`src/rtl/score_renderer.sv`:
```
// Piano-roll pixel renderer: double-buffered note table, song-position counter and a
// fixed two-stage pixel pipeline that returns one RGB value per (x, y) request.
module score_renderer #(
    parameter int SCREEN_WIDTH    = 800,
    parameter int SCREEN_HEIGHT   = 480,
    parameter int SCREEN_START_X  = 88,
    parameter int SCREEN_START_Y  = 32,
    parameter int X_BITS          = 11,
    parameter int Y_BITS          = 10,
    parameter int DISPLAYED_BEATS = 8,
    parameter int MAX_NOTES       = 16,
    parameter int NOTE_BITS       = 6,
    parameter int BEAT_BITS       = 8,
    parameter int BEAT_DURATION   = 1000000,
    parameter int CHANNELS        = 2,
    localparam int CH_BITS        = (CHANNELS > 1) ? $clog2(CHANNELS) : 1
) (
    input  logic                 clk,
    input  logic                 rst_n,
    input  logic                 run,
    input  logic                 restart,
    input  logic                 frame_start,
    input  logic                 pix_valid,
    input  logic [X_BITS-1:0]    x,
    input  logic [Y_BITS-1:0]    y,
    input  logic                 wr_valid,
    output logic                 wr_ready,
    input  logic [NOTE_BITS-1:0] wr_note,
    input  logic [BEAT_BITS-1:0] wr_start,
    input  logic [BEAT_BITS-1:0] wr_dur,
    input  logic [CH_BITS-1:0]   wr_channel,
    input  logic                 wr_last,
    output logic                 out_valid,
    output logic [7:0]           r,
    output logic [7:0]           g,
    output logic [7:0]           b,
    output logic [BEAT_BITS-1:0] cur_beat,
    output logic                 overflow
);
    localparam int BEAT_PX  = SCREEN_WIDTH / DISPLAYED_BEATS;
    localparam int NOTE_PX  = SCREEN_HEIGHT / (2 ** NOTE_BITS);
    localparam int PH_BITS  = (BEAT_DURATION > 1) ? $clog2(BEAT_DURATION) : 1;
    localparam int IDX_BITS = (MAX_NOTES > 1) ? $clog2(MAX_NOTES) : 1;
    localparam int CNT_BITS = $clog2(MAX_NOTES + 1);

    typedef struct packed {
        logic [NOTE_BITS-1:0] note;
        logic [BEAT_BITS-1:0] start;
        logic [BEAT_BITS-1:0] dur;
        logic [CH_BITS-1:0]   ch;
    } entry_t;

    typedef enum logic [1:0] {IDLE, FILL, PENDING} load_state_t;

    // Song position
    logic [PH_BITS-1:0] phase;

    always_ff @(posedge clk or negedge rst_n) begin
        if (!rst_n) begin
            phase    <= '0;
            cur_beat <= '0;
        end else if (restart) begin
            phase    <= '0;
            cur_beat <= '0;
        end else if (run) begin
            if (phase == PH_BITS'(BEAT_DURATION - 1)) begin
                phase    <= '0;
                cur_beat <= cur_beat + 1'b1;
            end else begin
                phase <= phase + 1'b1;
            end
        end
    end

    // Loader FSM
    load_state_t state, state_next;
    logic        swap;
    logic        accept;
    logic        store;

    always_ff @(posedge clk or negedge rst_n) begin
        if (!rst_n) state <= IDLE;
        else        state <= state_next;
    end

    // NOTE: every signal written here gets a default first, so no path leaves a latch behind.
    always_comb begin
        state_next = state;
        wr_ready   = 1'b1;
        swap       = 1'b0;
        case (state)
            IDLE, FILL: begin
                if (wr_valid) state_next = wr_last ? PENDING : FILL;
            end
            PENDING: begin
                wr_ready = 1'b0;
                if (frame_start) begin
                    swap       = 1'b1;
                    state_next = IDLE;
                end
            end
            default: state_next = IDLE;
        endcase
    end

    logic                 active_bank;
    logic [CNT_BITS-1:0]  shadow_count;
    logic [CNT_BITS-1:0]  active_count;
    logic [BEAT_BITS-1:0] snap_beat;

    assign accept = wr_valid && wr_ready;
    assign store  = accept && (shadow_count < CNT_BITS'(MAX_NOTES));

    // NOTE: state registers use non-blocking assignments so every flop samples pre-edge values.
    always_ff @(posedge clk or negedge rst_n) begin
        if (!rst_n) begin
            active_bank  <= 1'b0;
            shadow_count <= '0;
            active_count <= '0;
            snap_beat    <= '0;
            overflow     <= 1'b0;
        end else begin
            if (frame_start) snap_beat <= cur_beat;
            if (swap) begin
                active_bank  <= ~active_bank;
                active_count <= shadow_count;
                shadow_count <= '0;
            end else if (store) begin
                shadow_count <= shadow_count + 1'b1;
            end else if (accept) begin
                overflow <= 1'b1;
            end
        end
    end

    entry_t table_mem [2][MAX_NOTES];

    // NOTE: the table has no reset; active_count gates every read, so stale entries never show.
    always_ff @(posedge clk) begin
        if (store)
            table_mem[~active_bank][shadow_count[IDX_BITS-1:0]] <=
                '{note: wr_note, start: wr_start, dur: wr_dur, ch: wr_channel};
    end

    // Stage 1: window test and screen-relative coordinates
    logic              s1_valid;
    logic              s1_in_window;
    logic [X_BITS-1:0] s1_rx;
    logic [Y_BITS-1:0] s1_ry;

    always_ff @(posedge clk or negedge rst_n) begin
        if (!rst_n) begin
            s1_valid     <= 1'b0;
            s1_in_window <= 1'b0;
            s1_rx        <= '0;
            s1_ry        <= '0;
        end else begin
            s1_valid     <= pix_valid;
            s1_in_window <= (x >= X_BITS'(SCREEN_START_X)) &&
                            (x <  X_BITS'(SCREEN_START_X + SCREEN_WIDTH)) &&
                            (y >= Y_BITS'(SCREEN_START_Y)) &&
                            (y <  Y_BITS'(SCREEN_START_Y + SCREEN_HEIGHT));
            s1_rx        <= x - X_BITS'(SCREEN_START_X);
            s1_ry        <= y - Y_BITS'(SCREEN_START_Y);
        end
    end

    // Beat offsets are signed so notes that began before the snapshot clamp to column 0.
    function automatic logic entry_hit(input entry_t ent, input logic [BEAT_BITS-1:0] snap,
                                       input logic [X_BITS-1:0] rx, input logic [Y_BITS-1:0] ry);
        logic signed [BEAT_BITS+1:0] d;
        logic signed [BEAT_BITS+1:0] e;
        int col_lo;
        int col_hi;
        int row_lo;
        d      = $signed({2'b00, ent.start}) - $signed({2'b00, snap});
        e      = $signed({2'b00, ent.start}) + $signed({2'b00, ent.dur}) - $signed({2'b00, snap});
        col_lo = (d < 0) ? 0 : int'(d) * BEAT_PX;
        col_hi = (e > DISPLAYED_BEATS) ? DISPLAYED_BEATS * BEAT_PX : int'(e) * BEAT_PX;
        row_lo = ((2 ** NOTE_BITS) - 1 - int'(ent.note)) * NOTE_PX;
        return (ent.dur != '0) && (int'(rx) >= col_lo) && (int'(rx) < col_hi) &&
               (int'(ry) >= row_lo) && (int'(ry) < row_lo + NOTE_PX);
    endfunction

    function automatic logic [23:0] palette(input logic [1:0] ch);
        case (ch)
            2'd0:    return 24'h00C000;
            2'd1:    return 24'h0040FF;
            2'd2:    return 24'hFF8000;
            default: return 24'hC000C0;
        endcase
    endfunction

    // Stage 2: hit test; scanning downwards lets the lowest matching index win.
    logic       hit;
    logic [1:0] hit_ch;

    always_comb begin
        hit    = 1'b0;
        hit_ch = '0;
        for (int i = MAX_NOTES - 1; i >= 0; i--) begin
            if (i < int'(active_count) &&
                entry_hit(table_mem[active_bank][i], snap_beat, s1_rx, s1_ry)) begin
                hit    = 1'b1;
                hit_ch = 2'(table_mem[active_bank][i].ch);
            end
        end
    end

    logic [23:0] rgb;

    always_ff @(posedge clk or negedge rst_n) begin
        if (!rst_n) begin
            out_valid <= 1'b0;
            rgb       <= '0;
        end else begin
            out_valid <= s1_valid;
            if (!s1_valid || !s1_in_window) rgb <= 24'h000000;
            else if (hit)                   rgb <= palette(hit_ch);
            else                            rgb <= 24'hFFFFFF;
        end
    end

    assign {r, g, b} = rgb;

endmodule

```
`config.mk`:
```
export PLATFORM = sky130hd
export DESIGN_NAME = score_renderer
export DESIGN_NICKNAME = d
export VERILOG_FILES = /design/src/rtl/score_renderer.sv
export SDC_FILE = /design/constraint.sdc
export NUM_CORES = 2
export LEC_CHECK = 0
export BUFFER_PORTS_ARGS = -buffer_cell sky130_fd_sc_hd__buf_2
export CORE_UTILIZATION = 30
export DETAILED_ROUTE_END_ITERATION = 6
export SYNTH_ARGS = -nofsm -noshare
export SYNTH_HDL_FRONTEND = slang
export SYNTH_SLANG_ARGS = --single-unit
```
`constraint.sdc`:
```
create_clock -name clk -period 9.3 [get_ports clk]
set_input_delay 0.465 -clock clk [delete_from_list [all_inputs] [get_ports clk]]
set_output_delay 0.465 -clock clk [all_outputs]
set_load 0.1 [all_outputs]
```
# Word-level counts from Yosys, hierarchy flattened
# Memories as Yosys holds them, arrays and structs flattened.
# Cells that the tools add are included.
[classes] mux=86 add_sub_neg=85 reduce_logical=114 bitwise_logic=4 order_cmp=119 mul=48 n_eq_ne=7
[ops] cell="32-bit two-way mux" n=32
[ops] cell="12-bit by 32-bit >= comparator with 1-bit output" n=16
[ops] cell="12-bit by 32-bit < comparator with 1-bit output" n=16
[ops] cell="368-bit two-way mux" n=1
[ops] cell="10-bit by 6-bit multiplier with 16-bit output (second input constant)" n=16
[ops] cell="9-bit by 6-bit multiplier with 15-bit output (second input constant)" n=16
[ops] cell="11-bit by 4-bit adder with 12-bit output (second input constant)" n=16
[ops] cell="11-bit by 12-bit < comparator with 1-bit output" n=16
[ops] cell="11-bit >= comparator" n=16
[ops] cell="7-bit by 4-bit multiplier with 11-bit output (second input constant)" n=16
[ops] cell="10-bit by 5-bit greater-than comparator with 1-bit output (second input constant)" n=16
[ops] cell="9-bit by 8-bit subtractor with 10-bit output" n=16
[ops] cell="8-bit by 8-bit adder with 9-bit output" n=16
[ops] cell="9-bit by 1-bit < comparator with 1-bit output (second input constant)" n=16
[ops] cell="8-bit by 8-bit subtractor with 9-bit output" n=16
[ops] cell="8-bit nonzero test" n=16
[ops] cell="6-bit by 6-bit subtractor with 7-bit output (first input constant)" n=16
[ops] cell="23-bit demux with 4-bit select" n=1
[ops] cell="1-bit logical AND" n=86
[ops] cell="24-bit case mux with 3 select lines" n=1
[ops] cell="20-bit two-way mux" n=3
[ops] cell="24-bit two-way mux" n=2
[ops] cell="4-bit by 5-bit < comparator with 1-bit output (first input constant)" n=8
[ops] cell="2-bit two-way mux" n=18
[ops] cell="33 further kinds" n=71
[totals] memories=1 reg_bits=98 ramBits=736 out_inout_bits=35 input_bits=52
[memory_table] memory="table_mem" words=2 width=368 read_ports=1 rd_clocked_by_memory_dff=0 write_ports=1 line="136" text="entry_t table_mem [2][MAX_NOTES];"

# Logic depth before layout (Yosys ltp)
# An unclocked memory read counts as a cell.
[logic_depth] depth_word=30 mapped_depth=44 ltp_nobuf=35

# Least setup slack after synthesis
# No wires, ideal clock.
[synth_path] path_type="register -> register" startpoint="reg active_bank" endpoint="reg rgb[7]" setup_time_ns=0.124 period_less_slack_ns=9.180 slack_ns=0.120 path_buffers=9 path_stages_with_launch=40 t_required_ns=9.176 arrival_ns=9.057 cell_sequence="dfrtp_1 clkbuf_1 clkbuf_1 buf_2 buf_2 buf_4 buf_2 clkbuf_1 clkbuf_1 buf_1 mux2i_1 fa_1 inv_1 ha_1 nor2b_1 o21ai_0 nand2b_1 a21o_1 [4 not listed] inv_1 fa_1 inv_1 ha_1 ha_1 xnor2_1 nand2_1 ha_1 and3_1 a211oi_1 nand2_1 and3_1 or4_1 a211o_1 a211oi_1 a311o_1 a31oi_2 o31a_1"
[synth_between] elab_chain_cells=30
[synth_rtl] element="start: declaration" line="106" text="logic active_bank;"
[synth_rtl] element="start signal: assignment" line="125" text="active_bank <= ~active_bank;"
[synth_rtl] element="memory read 2 x 368 bit (*)"
[synth_rtl] element="8-bit by 8-bit adder with 9-bit output or 8-bit by 8-bit subtractor with 9-bit output (tied branches)" line="177, 176"
[synth_rtl] element="9-bit by 8-bit subtractor with 10-bit output (tied with other cells)" line="177" text="e = $signed({2'b00, ent.start}) + $signed({2'b00, ent.dur}) - $signed({2'b00, snap});"
[synth_rtl] element="10-bit by 6-bit multiplier with 16-bit output (tied with other cells)" line="179" text="col_hi = (e > DISPLAYED_BEATS) ? DISPLAYED_BEATS * BEAT_PX : int'(e) * BEAT_PX;"
[synth_rtl] element="32-bit two-way mux or 12-bit by 32-bit >= comparator with 1-bit output (tied branches)" line="179, 181"
[synth_rtl] element="12-bit by 32-bit < comparator with 1-bit output or 1-bit logical AND (tied branches)" line="181" text="return (ent.dur != '0) && (int'(rx) >= col_lo) && (int'(rx) < col_hi) &&"
[synth_rtl] element="1-bit logical AND (2 in a row)" line="181"
[synth_rtl] element="1-bit logical AND" line="182" text="(int'(ry) >= row_lo) && (int'(ry) < row_lo + NOTE_PX);"
[synth_rtl] element="1-bit logical AND" line="202" text="if (i < int'(active_count) &&"
[synth_rtl] element="1-bit two-way mux" line="202"
[synth_rtl] element="2-bit two-way mux (15 in a row)" line="202"
[synth_rtl] element="2-bit equality test (tied with other cells)" line="186" text="case (ch)"
[synth_rtl] element="24-bit case mux with 3 select lines" line="186"
[synth_rtl] element="24-bit two-way mux (*)" line="219" text="else if (hit) rgb <= palette(hit_ch);"
[synth_rtl] element="24-bit two-way mux (*)" line="218" text="if (!s1_valid || !s1_in_window) rgb <= 24'h000000;"
[synth_rtl] element="end signal: assignment" line="219"
[synth_rtl] element="end: declaration" line="210" text="logic [23:0] rgb;"
# Mark *: on every way between the ends. The rest lies on a longest branch, timed or not.
# A chain may end at the register's enable or synchronous reset.

# Final worst setup path
[layout_path] startpoint="reg active_bank" endpoint="reg rgb[15]"
# The elaborated chain is that of the path after synthesis.

==> summary.txt <==
Run status
  • Status: finished, final reports clean

Clock network
  • Clock buffer depth: 3
  • Cts repair resizes: 0
  • CTS sink count: 814
  • CTS H-tree depth: 3
  • Later-pin clock latency in the skew report: between 0.6 and 0.7 ns
  • Root Buffer: clkbuf_16
  • CTS clk-pin slew, worst paths: around 0.06 ns
  • Post-CTS Setup Repair Bufs: 0
  • CTS hold repair buffers: 19
  • CTS Buf Count: 91
  • CTS tree: built

Placement
  • DPL Wire Length: roughly 200000 µm
  • Post-Place Setup Slack: between 0.5 and 0.6 ns
  • PortBufs: 86
  • GPL Wtd Cong: 0.856

Synthesis
  • Top-count cell post-synth: ha_1
  • Synth Cell Area: 95800 µm²
  • Yosys cell types: 99
  • Mean Syn Cell Area: 10.1 µm²
  • Synth area leader: ha_1
  • EDFF count, synth: approximately 740
  • Async S/R FF share, synth: 9.58%
  • Cells after Synth: around 9500
  • Synth top area cells: ha_1 28%, edfxtp_1 23%, fa_1 9.2%
  • Share of the synthesized area in the top cell type: between 20% and 30%
  • Post-synth top cells: 2156 x ha_1, 1417 x inv_1, 736 x edfxtp_1
  • Mapped Nets: ~12000
  • Yosys warns: 0
  • Yosys reg bits: 814
  • Seq/Total Area, Yosys: 25.1%
  • Primary FF master, synth: edfxtp_1

Worst setup path
  • Startpoint Class: flop
  • Worst R2R Start: active_bank
  • Setup crit end kind: flop
  • CP max stage delay: about 0.94 ns
  • Crit path max-delay family: compound AO/OA/AOI/OAI gates
  • Worst Reg-to-Reg Cells: 34
  • Crit-path most repeated cell: ha_1
  • Reg2reg setup slack: between 0.5 and 0.6 ns
  • Crit-path slowest cell: dfrtp_4
  • Crit Path Max Fanout: between 40 and 50
  • Bufs and invs on worst path: 5
  • CP required: 9.83 ns
  • Crit path kind: flop to flop
  • Crit path arrival time: a little over 9 ns
  • RR Endpoint: rgb[15]

STA
  • Final setup TNS: 0 ns
  • Setup WS post-layout: just under 0.6 ns
  • Crit path time final: just under 9 ns
  • Final Setup Violations: 0
  • Worst relative slew slack: 21.0%
  • WHS: approximately 0.038 ns
  • Worst-Margin Slew: 1.19 ns
  • RSZ-0062 raised after global routing: no
  • Slew Limit Fails: 0
  • Period utilization: between 90% and 100%
  • F_max: approximately 110 MHz
  • Max Clock Skew: a little over 0.03 ns
  • Hold Violations, Final: 0

Min path
  • Hold wc startpoint: x[2]
  • Worst Hold Class: primary input to flop
  • WHS Endpoint: s1_rx[2]
  • Hold Path Cell Cnt: 1

Flow run
  • Max-cap violation count: 0

Drt
  • Final ANT Viol Nets: 0
  • Vias per std cell: a little under 5
  • DR vias: about 69000
  • Routed wire per std cell: approximately 18 µm
  • Initial drt markers: about 4400
  • First-pass DRT Iterations: 6
  • Post-Route WL: between 200000 and 300000 µm
  • Drt drc: 0

Die
  • Core box area: about 320000 µm²
  • Initial Utilization: between 30% and 40%
  • Die Footprint: roughly 320000 µm²
  • Die Ht: 567 µm
  • Num ports: a little under 90
  • Row cnt: ~210
  • Die Width: roughly 570 µm

Global route
  • Largest net degree at the start of global routing: 49
  • Grt ovf: 0
  • Initial antenna violation count: 23
  • GRT Overall Usage: between 10% and 20%
  • Global-route wire length before repair: 399000 µm
  • Vias in the first global route: 68800

Finish
  • Post-layout util: around 33%
  • Synthesis-to-layout area growth: 10.2%
  • Share of cells above drive strength 1: under 10%
  • Fin nets: roughly 12000
==> through the flow <==
stage | std cells | area [µm²]
2_1_floorplan | 9491 | 95800
3_3_place_gp | 13800 | 102000
3_5_place_dp | 13800 | 102000
4_1_cts | 14000 | 106000
5_1_grt | 14000 | 106000
6_report | 14000 | 106000
==> worst max path at each step <==
stage                startpoint      end  slack (ns)  depth (start not counted)
floorplan           active_bank   rgb[7]        0.12                         39
global placement    active_bank  rgb[15]        0.68                         33
detailed placement  active_bank  rgb[15]        0.59                         33
CTS                 active_bank  rgb[15]        0.53                         33
global route        active_bank  rgb[15]        0.04                         30
finish              active_bank  rgb[15]        0.59                         34
==> sequential cells by signal, summed over array words and instances, names as in the netlist <==
signal,count
s1_rx,11
phase,20
state,2
cur_beat,8
rgb,4
s1_valid,1
active_bank,1
active_count,5
s1_ry,10
table_mem,736
overflow,1
out_valid,1
shadow_count,5
s1_in_window,1
snap_beat,8
==> cells in the final DEF, fill, tap and decap left out, types with 34 or more instances in the layout <==
cell type	instances
and3_1	36
o31ai_1	40
a21oi_1	467
a31oi_1	47
nor2b_1	142
mux2i_1	371
nor3_1	131
a21o_1	260
xor2_1	141
o211ai_1	58
xnor2_1	435
nand2_1	403
a211oi_1	64
inv_1	1408
ha_1	2156
dfrtp_1	52
nor4_1	95
nor2_1	408
buf_2	85
nand3_1	119
edfxtp_1	736
a211o_1	40
buf_4	144
o31a_1	34
o21bai_1	78
nand4_1	54
fa_1	441
clkbuf_16	93
o21a_1	150
o21ai_0	320
nand2b_1	110
==> area by class of cell <==
type	instances	area, µm²
diodes	10	25.0
repair buffers	253	1800
multi-input cells	7142	66000
clock buffers	103	2360
well taps	4180	5230
clock inverters	61	757
inverters	1419	5330
flip-flops and latches	814	24100
fillers	32200	212000
==> logic make-up after synthesis <==
group | synth area share, %
xor+xnor | 5.28
compound gates | 13.0
fa+ha+maj | 37.4
mux | 4.25
buf+inv | 6.12
simple gates | 8.84
flops | 25.1
==> per-layer routing <==
metal  GRT usage (%)  part of all wire [%]  routed length [µm]
met3            1.50                   4.9               12600
met2            26.5                    46              118000
met4            2.96                   2.0                5250
met1            22.2                    48              123000
met5               0                 0.019                  48
Power is not shown: default switching activity piles up to over one toggle a cycle in this logic, so the estimate is an artifact.
